===== src/rtl/mem_arb_pkg.sv =====
// Shared types and constants for the memory port arbiter.
//   arb_state_e : arbiter FSM states (IDLE, ACCESS, DONE)
//   req_id_e    : requester identity (REQ_CPU, REQ_DBG)
//   LAT_W       : width of the read-latency counter (covers MEM_LAT 1..7)
package mem_arb_pkg;

  typedef enum logic [1:0] {
    IDLE   = 2'd0,
    ACCESS = 2'd1,
    DONE   = 2'd2
  } arb_state_e;

  typedef enum logic {
    REQ_CPU = 1'b0,
    REQ_DBG = 1'b1
  } req_id_e;

  localparam int LAT_W = 3;

endpackage


===== src/rtl/mem_port_arbiter.sv =====
// Shares one 64-bit data memory port between the CPU control path and the
// debug/boot loader. One transaction at a time: grant in IDLE, drive the
// memory in ACCESS (one cycle for writes, MEM_LAT cycles for reads), then
// pulse the owner's ack in DONE.
//
// Ports:
//   CLK, RST                 clock, synchronous active-high reset
//   cpu_req/we/addr/wdata    CPU request (held stable until cpu_ack)
//   cpu_ack, cpu_rdata       CPU one-cycle completion, held read data
//   dbg_*                    same set for the debug requester
//   mem_raddress/waddress    registered memory addresses
//   mem_datain, mem_wr       registered write data and write strobe
//   mem_dataout              memory read data
//   busy                     high in every state except IDLE
//   grant_dbg                owner of current/last transaction (1 = DBG)
module mem_port_arbiter
  import mem_arb_pkg::*;
#(
  parameter int MEM_LAT = 1  // legal range 1..7
) (
  input  logic        CLK,
  input  logic        RST,
  input  logic        cpu_req,
  input  logic        cpu_we,
  input  logic [63:0] cpu_addr,
  input  logic [63:0] cpu_wdata,
  output logic        cpu_ack,
  output logic [63:0] cpu_rdata,
  input  logic        dbg_req,
  input  logic        dbg_we,
  input  logic [63:0] dbg_addr,
  input  logic [63:0] dbg_wdata,
  output logic        dbg_ack,
  output logic [63:0] dbg_rdata,
  output logic [63:0] mem_raddress,
  output logic [63:0] mem_waddress,
  output logic [63:0] mem_datain,
  output logic        mem_wr,
  input  logic [63:0] mem_dataout,
  output logic        busy,
  output logic        grant_dbg
);

  localparam logic [LAT_W-1:0] LAT_INIT = LAT_W'(MEM_LAT - 1);

  arb_state_e       state_q, state_d;
  req_id_e          owner_q, owner_d;
  req_id_e          last_q, last_d;
  req_id_e          pick;
  logic             we_q, we_d;
  logic [LAT_W-1:0] cnt_q, cnt_d;
  logic [63:0]      raddr_q, raddr_d;
  logic [63:0]      waddr_q, waddr_d;
  logic [63:0]      datain_q, datain_d;
  logic             wr_q, wr_d;
  logic [63:0]      cpu_rdata_q, cpu_rdata_d;
  logic [63:0]      dbg_rdata_q, dbg_rdata_d;

  // On a tie the requester not served last wins; a lone request always wins.
  always_comb begin
    if (cpu_req && dbg_req) begin
      pick = (last_q == REQ_DBG) ? REQ_CPU : REQ_DBG;
    end else if (dbg_req) begin
      pick = REQ_DBG;
    end else begin
      pick = REQ_CPU;
    end
  end

  always_comb begin
    state_d     = state_q;
    owner_d     = owner_q;
    last_d      = last_q;
    we_d        = we_q;
    cnt_d       = cnt_q;
    raddr_d     = raddr_q;
    waddr_d     = waddr_q;
    datain_d    = datain_q;
    wr_d        = 1'b0;
    cpu_rdata_d = cpu_rdata_q;
    dbg_rdata_d = dbg_rdata_q;

    unique case (state_q)
      IDLE: begin
        if (cpu_req || dbg_req) begin
          owner_d = pick;
          cnt_d   = LAT_INIT;
          state_d = ACCESS;
          if (pick == REQ_DBG) begin
            we_d     = dbg_we;
            raddr_d  = dbg_addr;
            waddr_d  = dbg_addr;
            datain_d = dbg_wdata;
            wr_d     = dbg_we;
          end else begin
            we_d     = cpu_we;
            raddr_d  = cpu_addr;
            waddr_d  = cpu_addr;
            datain_d = cpu_wdata;
            wr_d     = cpu_we;
          end
        end
      end
      ACCESS: begin
        if (we_q) begin
          state_d = DONE;
        end else if (cnt_q == '0) begin
          // Read data is valid now; capture it for the owner only.
          state_d = DONE;
          if (owner_q == REQ_DBG) begin
            dbg_rdata_d = mem_dataout;
          end else begin
            cpu_rdata_d = mem_dataout;
          end
        end else begin
          cnt_d = cnt_q - 1'b1;
        end
      end
      DONE: begin
        last_d  = owner_q;
        state_d = IDLE;
      end
      default: begin
        state_d = IDLE;
      end
    endcase
  end

  // A reset while mem_wr is high does not undo that write: the memory
  // samples the strobe on the same edge that clears it here.
  always_ff @(posedge CLK) begin
    if (RST) begin
      state_q     <= IDLE;
      owner_q     <= REQ_CPU;
      last_q      <= REQ_DBG;
      we_q        <= 1'b0;
      cnt_q       <= '0;
      raddr_q     <= '0;
      waddr_q     <= '0;
      datain_q    <= '0;
      wr_q        <= 1'b0;
      cpu_rdata_q <= '0;
      dbg_rdata_q <= '0;
    end else begin
      state_q     <= state_d;
      owner_q     <= owner_d;
      last_q      <= last_d;
      we_q        <= we_d;
      cnt_q       <= cnt_d;
      raddr_q     <= raddr_d;
      waddr_q     <= waddr_d;
      datain_q    <= datain_d;
      wr_q        <= wr_d;
      cpu_rdata_q <= cpu_rdata_d;
      dbg_rdata_q <= dbg_rdata_d;
    end
  end

  assign cpu_ack      = (state_q == DONE) && (owner_q == REQ_CPU);
  assign dbg_ack      = (state_q == DONE) && (owner_q == REQ_DBG);
  assign cpu_rdata    = cpu_rdata_q;
  assign dbg_rdata    = dbg_rdata_q;
  assign mem_raddress = raddr_q;
  assign mem_waddress = waddr_q;
  assign mem_datain   = datain_q;
  assign mem_wr       = wr_q;
  assign busy         = (state_q != IDLE);
  assign grant_dbg    = (owner_q == REQ_DBG);

endmodule


===== config.mk =====
export PLATFORM = sky130hd
export DESIGN_NAME = mem_port_arbiter
export DESIGN_NICKNAME = d
export VERILOG_FILES = /design/src/rtl/mem_arb_pkg.sv /design/src/rtl/mem_port_arbiter.sv
export SDC_FILE = /design/constraint.sdc
export NUM_CORES = 1
export LEC_CHECK = 0
export BUFFER_PORTS_ARGS = -buffer_cell sky130_fd_sc_hd__buf_4
export CAP_MARGIN = 0
export CORE_AREA = 2 2 250 252
export CTS_CLUSTER_DIAMETER = 150
export DETAILED_ROUTE_END_ITERATION = 16
export DIE_AREA = 0 0 252 254
export PLACE_DENSITY_LB_ADDON = 0.2
export SLEW_MARGIN = 20
export SYNTH_ARGS = -nofsm -noshare
export SYNTH_HDL_FRONTEND = slang
export SYNTH_SLANG_ARGS = --single-unit
export TNS_END_PERCENT = 20

===== constraint.sdc =====
create_clock -name CLK -period 2.05 [get_ports CLK]
set_input_delay 0.3075 -clock CLK [delete_from_list [all_inputs] [get_ports CLK]]
set_output_delay 0.3075 -clock CLK [all_outputs]
set_load 0.01 [all_outputs]

### Word level (Yosys, flattened, before mapping)

Cells that the tools add are included.

* register bits: 265
* logic and storage cells: 49
* output and inout bits: 325

* bitwise operators: 4
* equal/unequal tests: 6
* reduce and logical (&&, ||, !) cells: 14
* add/sub/neg operators: 1
* mux-type cells: 14

Operator list (count)
* $mux W64: 2
* $reduce_and A4 Y1: 3
* $mux W3: 3
* $mux W2: 3
* $ne A2 B2 Y1 const B: 3
* $pmux W3 S2: 1
* $mux W1: 4
* $not A1 Y1: 4
* $pmux W2 S2: 1
* $reduce_and A2 Y1: 2
* $reduce_bool A2 Y1: 2
* $logic_and A1 B1 Y1: 3
* $logic_not A3 Y1: 1
* $ne A3 B3 Y1 const B: 1
* $reduce_or A3 Y1: 1
* $sub A3 B1 Y3 const B: 1
* $eq A2 B1 Y1 const B: 1
* $eq A2 B2 Y1 const B: 1
* $logic_not A2 Y1: 1
* $logic_or A1 B1 Y1: 1

### Logic depth before layout (Yosys ltp)

Gate-level depths: netlist of run 1.

* depth in word-level cells: 4
* gate-level depth with buffers: 7
* depth with buffers taken out: 6

### Least setup slack after synthesis of run 1

Ideal clock, no wire load.

* kind: reg-to-reg
* from: register cnt_q[0]
* to: register cnt_q[2]
* period minus slack after synthesis: 1.666 ns
* required time: 1.963 ns
* arrival time: 1.579 ns
* setup slack: 0.384 ns
* stages on the path, launching flop included: 7
* path buffers: 0
* cells stage by stage: dfxtp_1 -> inv_1 -> ha_1 -> ha_1 -> or4b_4 -> or3_1 -> o31ai_1

* cells in the longest elaborated chain, start to end: 4
* elaborated cells on any way between the ends: 7

Ends and longest elaborated chain
* start, declared: RTL line mem_port_arbiter.sv:51 `logic [LAT_W-1:0] cnt_q, cnt_d;`
* start signal, assigned: RTL line mem_port_arbiter.sv:149 `cnt_q <= cnt_d;`
* $sub A3 B1 Y3: RTL line mem_port_arbiter.sv:116 `cnt_d = cnt_q - 1'b1;`
* $mux W3: RTL line mem_port_arbiter.sv:107 `end else if (cnt_q == '0) begin`
* $mux W3: RTL line mem_port_arbiter.sv:105 `if (we_q) begin`
* $pmux W3 S2: RTL line mem_port_arbiter.sv:83 `unique case (state_q)`

Parallel ways exist; a longest one is shown, timed or not. The select of a mux whose other input is x is not followed.
A chain may end at the register's enable or synchronous reset.

### Worst setup path in the final report of run 1

* from: register state_q[1]
* to: output dbg_ack

* cells in the longest elaborated chain, start to end: 2

Ends and longest elaborated chain
* start, declared: RTL line mem_port_arbiter.sv:46 `arb_state_e state_q, state_d;`
* start signal, assigned: RTL line mem_port_arbiter.sv:145 `state_q <= state_d;`
* $eq A2 B2 Y1: RTL line mem_port_arbiter.sv:160 `assign dbg_ack = (state_q == DONE) && (owner_q == REQ_DBG);`
* $logic_and A1 B1 Y1: RTL line mem_port_arbiter.sv:160
* end, declared: RTL line mem_port_arbiter.sv:33 `output logic dbg_ack,`

No other way between the ends.

==> results of run 1 <==
## synthesized netlist by cell type (all sizes together)
cell and count:
a211o 1, a211oi 1, a21bo 1, a21boi 1, a21oi 131, a311oi 128
and3 1, and4bb 1, buf 146, clkbuf 40, dfxtp 265, ha 2
inv 5, mux2i 129, nand2 257, nand2b 192, nand3 2, nor2 5
nor3 1, nor3b 1, o21ai 2, o31ai 3, or2 1, or2b 1
or3 3, or4b 1
## per-stage QoR
stage / power [W] / instance area [um2] / utilization, % / hold slack (ns)
final: 0.0150 / 18400 / 30.0 / 0.0523
after global routing: 0.0157 / 18400 / 30.0 / 0.0321
after CTS: 0.0153 / 18400 / 30.0 / 0.0117
after detailed placement: 0.00952 / 17400 / 28.4 / 0.465
after global placement: 0.00949 / 17400 / 28.4 / 0.460
after floorplan: 0.00769 / 12000 / - / 0.449
## layer usage
layer	global-route usage, %	share of wire, %
met5	0	0.058
met4	4.51	2.3
met3	5.08	8.3
met2	25.4	48
met1	18.3	41
## critical path: stages (launching register included)
cell and delay, ns:
dfxtp_1 0.44, or2b_2 0.35, nor2_1 0.16, buf_4 0.16
## placed cells by master, fill, tap and decap left out, types with 2 or more instances in the layout
cell,n
a21oi_1,131
nor2_1,3
buf_4,679
o21ai_0,2
clkbuf_8,7
mux2i_1,129
o31ai_1,3
or3_1,3
clkbuf_1,4
ha_1,2
inv_1,4
dfxtp_1,265
nor2_4,2
buf_12,23
clkinv_2,6
diode_2,2
a311oi_1,128
clkbuf_16,35
nand2b_1,192
nand2_1,257
## final cells by class
cell class                      instances  area [um2]  share of cell area, %
Tap cell                              790         988                   5.37
Clock inverter                          8        47.5                  0.258
Clock buffer                           45         973                   5.29
Antenna cell                            2        5.00                 0.0272
Timing Repair Buffer                  703        5570                   30.3
Multi-Input combinational cell        865        5490                   29.8
Inverter                                5        18.8                  0.102
Sequential cell                       265        5310                   28.8
## logic make-up after synthesis
family,Yosys count,share of synthesized area (%)
compound gates,268,15.4
fa+ha+maj,2,0.209
buf+inv,191,10.2
flops,265,44.3
mux,129,10.8
simple gates,466,19.1
## sequential cells by signal, indices dropped and copies added (netlist names), 2 cells and up
register and count:
cnt_q 3, mem_datain 64, cpu_rdata 64, dbg_rdata 64, mem_waddress 64, state_q 2
## how the worst max path moves through the flow
| stage | startpoint | to | slack [ns] | cells after the start |
|---|---|---|---|---|
| final | state_q[1] | dbg_ack | 0.11 | 3 |
| after global routing | state_q[1] | dbg_ack | 0.05 | 3 |
| after CTS | state_q[1] | dbg_ack | 0.08 | 3 |
| after detailed placement | cnt_q[0] | cnt_q[0] | 0.23 | 6 |
| after global placement | cnt_q[0] | cnt_q[0] | 0.24 | 6 |
| after floorplan | cnt_q[0] | cnt_q[2] | 0.38 | 6 |
## report_power, final
part / total [W] / internal, W / switching [W] / leakage (nW)
sequential: 0.00597 / 0.00559 / 0.000384 / 2.17
combinational: 0.00338 / 0.00175 / 0.00164 / 5.79
clock: 0.00559 / 0.00331 / 0.00229 / 0.511
==> impl_metrics.yaml, run 1 <==
synth:
  synth_cell_types: 32
  ys_ff_latch: 265
  syn_area_mm2: 0.0120
  yosysSeqAreaShare_pct: 44.3
  synth_top_cell_by_area: "dfxtp_1"
  syn_avg_cell_area_um2: 9.07
  synthCells: 1321
  synth_top_area_share_pct: 44.3
  synth_nets: 1649
  ys_top_cells_by_area: "dfxtp_1 44%, mux2i_1 11%, nand2b_1 10%"
  yosysWarnings: 0
timing:
  worst_slack_ns: 0.114
  skew_ns: 0.0115
  setup_viol: 0
  max_freq_mhz: 516
  relSlewSlack_pct: 66.9
  rsz0062_at_grt: "false"
  worst_pin_slew_ns: 0.497
  post-route-period-util_pct: 94.5
  timing.setup.tns_ns: 0
  hold_viol: 0
  final_max_slew_viol_count: 0
  final.min_clock_period_ns: 1.94
die:
  start_util_pct: 19.6
  die_w_um: 252
  core_mm2: 0.0613
  die_h_um: 254
  ios: 651
  rows: 91
  die_area_mm2: 0.0640
setup_path:
  cp-start-kind: "flop"
  reg2reg_depth: 6
  critPathArrivalTime_ns: 1.63
  worst_ep_required_time_ns: 1.74
  r2r-end: "cnt_q[0]"
  setup.worst_path.class: "flop to primary output"
  r2r_slack_ns: 0.21
  crit_fanout: 5
  end_kind: "primary output"
  r2r-start: "cnt_q[0]"
place:
  place_ws_ns: 0.225
  numPortBuffers: 650
  post-place-cells: 2628
  dpl.hpwl_um: 39200
  gp_congestion: 0.797
detailed_routing:
  drcViolationCount: 0
  antenna_left: 0
  routedWlPerCell_um: 19.2
  vias_per_cell: 4.35
  vias: 11700
  routed_wl_um: 51400
  first_pass_iters: 4
  first_iter_violations: 501
cts:
  cts_setup_buffers: 0
  cts_resized: 0
  cts_tree: "built"
  clk_latency_ns: 0.52
  clk_pin_slew_ns: 0.06
  htreeDepth: 2
  cts_root_buf: "clkbuf_16"
  cts_hold_buf: 0
  cts.sinks: 265
  cts_buffers: 34
  clockBufferDepth: 3
worst_hold_path:
  hold_class: "input pin to flop"
  min_path_cells: 3
  min_to: "mem_datain[49]"
  hp-start: "cpu_wdata[49]"
global_route:
  first_global_vias: 11600
  track_usage_pct: 15.2
  grt_pass1_wl_um: 73900
  grt_max_degree: 78
  globalRouteOverflowTotal: 0
  antenna_found_initial: 4
run_status:
  outcome: "completed"
layout:
  finalNonFillerCells: 2683
  syn2layout_area_growth_pct: 53.6
  fin_nets: 2202
  num-fill-cells: 6577
  drive_above_1_share_pct: 40.4
power:
  irDropWorstVdd_mv: 0.442
  leakagePower_nw: 8.47
  p_per_area_mw_per_mm2: 813
flow_run:
  max-cap-violations: 0
Power figures use the tool's default switching activity.
==> inputs of run 2 (changes only) <==
--- a/config.mk
+++ b/config.mk
@@ -7,11 +7,11 @@
 export LEC_CHECK = 0
 export BUFFER_PORTS_ARGS = -buffer_cell sky130_fd_sc_hd__buf_4
 export CAP_MARGIN = 0
-export CORE_AREA = 2 2 250 252
+export CORE_AREA = 2 2 254 256
 export CTS_CLUSTER_DIAMETER = 150
 export DETAILED_ROUTE_END_ITERATION = 16
-export DIE_AREA = 0 0 252 254
-export PLACE_DENSITY_LB_ADDON = 0.2
+export DIE_AREA = 0 0 256 258
+export PLACE_DENSITY = 0.47
 export SLEW_MARGIN = 20
 export SYNTH_ARGS = -nofsm -noshare
 export SYNTH_HDL_FRONTEND = slang
==> constraint.sdc (replaced) <==
create_clock -name CLK -period 2.4 [get_ports CLK]
set_input_delay 0.36 -clock CLK [delete_from_list [all_inputs] [get_ports CLK]]
set_output_delay 0.36 -clock CLK [all_outputs]
set_load 0.01 [all_outputs]
==> impl_metrics.yaml, run 2 (same netlist as run 1, synthesis figures left out) <==
cts:
  cts_root_buf: "clkbuf_16"
  cts.sinks: 265
  cts_hold_buf: 0
  cts_tree: "built"
  cts_setup_buffers: 0
  clk_latency_ns: 0.53
  clk_pin_slew_ns: 0.06
  htreeDepth: 2
  cts_resized: 0
  clockBufferDepth: 3
  cts_buffers: 34
timing:
  max_freq_mhz: 454
  final_max_slew_viol_count: 0
  hold_ws_ns: 0.102
  final.min_clock_period_ns: 2.20
  skew_ns: 0.0194
  worst_pin_slew_ns: 0.950
  relSlewSlack_pct: 36.7
  setup_viol: 0
  post-route-period-util_pct: 91.7
  hold_viol: 0
  timing.setup.tns_ns: 0
  rsz0062_at_grt: "false"
setup_path:
  reg2reg_depth: 6
  r2r_slack_ns: 0.53
  end_kind: "primary output"
  r2r-end: "cnt_q[2]"
  r2r-start: "cnt_q[0]"
  crit_fanout: 5
  path_cells: "or2b_2 -> nor2_1 -> buf_4"
  setup.worst_path.class: "flop to primary output"
  critPathArrivalTime_ns: 1.84
  worst_ep_required_time_ns: 2.04
  slowest_stage: "dfxtp_1"
  cp-start-kind: "flop"
  cpPeakStageDelay_ns: 0.43
layout:
  multiInputGateArea_mm2: 0.00549
  num-fill-cells: 6851
  drive_above_1_share_pct: 39.4
  layout_commonest_cell: "buf_4"
  most-common-layout-cells: "659 x buf_4, 265 x dfxtp_1, 257 x nand2_1, 192 x nand2b_1, 131 x a21oi_1"
  fin_nets: 2172
  fin_util_pct: 28.7
  seq_area_mm2: 0.00531
  syn2layout_area_growth_pct: 52.3
global_route:
  first_global_vias: 11500
  grt_pass1_wl_um: 75600
  globalRouteOverflowTotal: 0
  grt_busiest_layer: "met2"
  met3_usage_pct: 5.84
  use_met1_pct: 17.4
  grt_max_degree: 132
  track_usage_pct: 14.9
  use_met2_pct: 25.3
  antenna_found_initial: 4
place:
  dpl.hpwl_um: 38700
  gp_congestion: 0.858
  numPortBuffers: 650
power:
  power_frac_seq_pct: 38.8
  leakagePower_nw: 8.32
  clock_power_share_pct: 40.0
  irDropWorstVdd_mv: 0.407
  p_int_w: 0.00943
  combPwrFrac_pct: 21.2
  sw_frac_of_total_pct: 28.6
  p_per_area_mw_per_mm2: 723
  finalPower_w: 0.0132
  p_switching_w: 0.00377
worst_hold_path:
  min_path_cells: 3
  hp-start: "cpu_wdata[34]"
  min_to: "mem_datain[34]"
  hold_class: "input pin to flop"
detailed_routing:
  antenna_left: 0
  drcViolationCount: 0
  vias: 11500
  first_pass_iters: 5
  vias_per_cell: 4.24
  routed_wl_um: 52100
  first_iter_violations: 529
  routedWlPerCell_um: 19.1
run_status:
  outcome: "completed"
die:
  start_util_pct: 18.8
  rows: 93
  ios: 651
  die_h_um: 258
  die_w_um: 256
  die_area_mm2: 0.0660
  core_mm2: 0.0636
flow_run:
  max-cap-violations: 0
## run 2: per-layer routing
layer  vias to the layer above  part of all wire, %  wire (um)
li1                       5563                    -          -
met1                      5439                   41      21300
met4                         2                  2.4       1230
met3                        56                  9.2       4770
met2                       482                   48      24800
met5                         -                0.021         11
## run 2: worst max-delay path: cells and delay by family (launching register included)
family                 cells  cell delay, ns
AND/OR/NAND/NOR            2            0.68
flip-flops                 1            0.43
buffers and inverters      1            0.21
## run 2: stage by stage
step | worst slack [ns] | instance area (um2) | cells
after global routing | 0.128 | 18200 | 2722
final | 0.198 | 18200 | 2724
after CTS | 0.160 | 18200 | 2722
after global placement | 0.569 | 17100 | 2663
after detailed placement | 0.547 | 17100 | 2663
after floorplan | 0.734 | 12000 | 1321
## run 2: layout make-up
type	count	area share (%)
multi-input combinational	865	30.1
sequential	265	29.1
timing repair buffer	673	28.6
tap	855	5.86
clock buffer	52	5.59
clock inverter	7	0.638
inverter	5	0.103
antenna	2	0.0274
## run 2: worst max path at each step
| stage | startpoint | to | slack (ns) | cells past startpoint |
|---|---|---|---|---|
| floorplan | cnt_q[0] | cnt_q[2] | 0.73 | 6 |
| global placement | cnt_q[0] | cnt_q[0] | 0.57 | 6 |
| detailed placement | cnt_q[0] | cnt_q[0] | 0.55 | 6 |
| CTS | state_q[1] | dbg_ack | 0.16 | 3 |
| global route | state_q[1] | dbg_ack | 0.13 | 3 |
| finish | state_q[1] | dbg_ack | 0.20 | 3 |
## run 2: power by group through the flow
stage | sequential (W) | clock, W | combinational, W
floorplan | 0.00524 | 0 | 0.00132
global placement | 0.00521 | 0 | 0.00283
detailed placement | 0.00521 | 0 | 0.00285
CTS | 0.00512 | 0.00550 | 0.00285
global route | 0.00516 | 0.00567 | 0.00302
finish | 0.00512 | 0.00528 | 0.00280
==> inputs of run 3 (changes only) <==
--- a/config.mk
+++ b/config.mk
@@ -11,7 +11,7 @@
 export CTS_CLUSTER_DIAMETER = 150
 export DETAILED_ROUTE_END_ITERATION = 16
 export DIE_AREA = 0 0 256 258
-export PLACE_DENSITY = 0.47
+export PLACE_DENSITY = 0.41
 export SLEW_MARGIN = 20
 export SYNTH_ARGS = -nofsm -noshare
 export SYNTH_HDL_FRONTEND = slang
==> constraint.sdc (replaced) <==
create_clock -name CLK -period 2.73 [get_ports CLK]
set_input_delay 0.4095 -clock CLK [delete_from_list [all_inputs] [get_ports CLK]]
set_output_delay 0.4095 -clock CLK [all_outputs]
set_load 0.01 [all_outputs]
==> impl_metrics.yaml, run 3 (same netlist as run 1, synthesis figures left out) <==
run_status:
  outcome: "completed"
die:
  start_util_pct: 18.8
  die_area_mm2: 0.0660
  ios: 651
  die_w_um: 256
  die_h_um: 258
  core_mm2: 0.0636
  rows: 93
detailed_routing:
  first_iter_violations: 494
  routed_wl_um: 54700
  met3WireLength_um: 4920
  vias_per_cell: 4.24
  routedWlPerCell_um: 20.1
  first_pass_iters: 5
  dr_wl_met2_um: 26200
  drcViolationCount: 0
  routed.top_layer: "met5"
  antenna_left: 0
  wl_met1_um: 22100
  vias: 11600
setup_path:
  crit_fanout: 5
  crit_start: "state_q[1]"
  r2r_slack_ns: 0.74
  r2r-end: "mem_datain[18]"
  reg2reg_depth: 5
  cp-start-kind: "flop"
  worst_ep_required_time_ns: 2.32
  setup.worst_path.class: "flop to primary output"
  end_kind: "primary output"
  r2r-start: "state_q[1]"
  critPathArrivalTime_ns: 1.68
  crit_end: "dbg_ack"
timing:
  post-route-period-util_pct: 76.4
  timing.setup.tns_ns: 0
  final.min_clock_period_ns: 2.09
  rsz0062_at_grt: "false"
  worst_pin_slew_ns: 0.823
  hold_viol: 0
  relSlewSlack_pct: 45.1
  setup_viol: 0
  skew_ns: 0.0194
  max_freq_mhz: 479
  final_max_slew_viol_count: 0
layout:
  drive_above_1_share_pct: 39.2
  num-fill-cells: 6859
  most-common-layout-cells: "653 x buf_4, 265 x dfxtp_1, 257 x nand2_1, 192 x nand2b_1, 131 x a21oi_1"
  syn2layout_area_growth_pct: 51.6
  fin_nets: 2168
  layout_commonest_cell: "buf_4"
  finalNonFillerCells: 2722
global_route:
  antenna_found_initial: 6
  track_usage_pct: 15.6
  globalRouteOverflowTotal: 0
  first_global_vias: 11700
  grt_pass1_wl_um: 78100
  grt_max_degree: 132
flow_run:
  max-cap-violations: 0
place:
  post-place-cells: 2658
  gp_congestion: 0.801
  dpl.hpwl_um: 39700
  numPortBuffers: 650
cts:
  cts_resized: 0
  clockBufferDepth: 3
  cts_root_buf: "clkbuf_16"
  cts_tree: "built"
  cts_buffers: 35
  cts_setup_buffers: 0
  htreeDepth: 2
  clk_latency_ns: 0.53
  cts.sinks: 265
  cts_hold_buf: 0
  clk_pin_slew_ns: 0.06
power:
  finalPower_w: 0.0113
  p_per_area_mw_per_mm2: 624
  irDropWorstVdd_mv: 0.290
  leakagePower_nw: 8.28
worst_hold_path:
  min_path_cells: 3
  hold_class: "input pin to flop"
==> run 3: critical path, stage by stage, from the launching register on <==
cell     delay, ns
dfxtp_1       0.44
or2b_2        0.35
nor2_1        0.18
buf_4         0.18
==> run 3: final cells by class <==
| cell class | instances | area [um2] | area share, % |
|---|---|---|---|
| multi-input cells | 865 | 5490 | 30.2 |
| clock buffers | 52 | 1030 | 5.67 |
| repair buffers | 668 | 5200 | 28.6 |
| clock inverters | 6 | 36.3 | 0.200 |
| inverters | 5 | 18.8 | 0.103 |
| well taps | 855 | 1070 | 5.89 |
| diodes | 6 | 15.0 | 0.0827 |
| flip-flops and latches | 265 | 5310 | 29.2 |
==> run 3: worst min path at each step <==
stage | from | end | slack, ns
after detailed placement | cpu_rdata[0] | cpu_rdata[0] | 0.47
after global routing | dbg_addr[12] | mem_waddress[12] | 0.12
final | cpu_wdata[9] | mem_datain[9] | 0.15
after CTS | dbg_addr[8] | mem_waddress[8] | 0.10
after floorplan | cnt_q[1] | cnt_q[1] | 0.45
after global placement | cpu_rdata[61] | cpu_rdata[61] | 0.46
==> run 3: per-stage QoR <==
| step | utilization (%) | setup slack, ns | cell area (um2) | hold WS [ns] |
|---|---|---|---|---|
| 2_1_floorplan | - | 1.06 | 12000 | 0.449 |
| 3_3_place_gp | 26.8 | 0.681 | 17100 | 0.461 |
| 5_1_grt | 28.5 | 0.531 | 18100 | 0.124 |
| 3_5_place_dp | 26.8 | 0.672 | 17100 | 0.465 |
| 6_report | 28.5 | 0.643 | 18200 | 0.150 |
| 4_1_cts | 28.5 | 0.557 | 18100 | 0.104 |
==> run 3: power by group <==
group	internal, W	switching (W)
clock network	0.00259	0.00178
logic	0.00124	0.00123
registers	0.00420	0.000293
total	0.00803	0.00330
==> run 3: per-layer routing <==
layer | GRT usage [%] | up-vias
li1 | - | 5567
met5 | 0 | -
met3 | 6.17 | 59
met4 | 4.84 | 6
met1 | 18.1 | 5476
met2 | 26.4 | 444
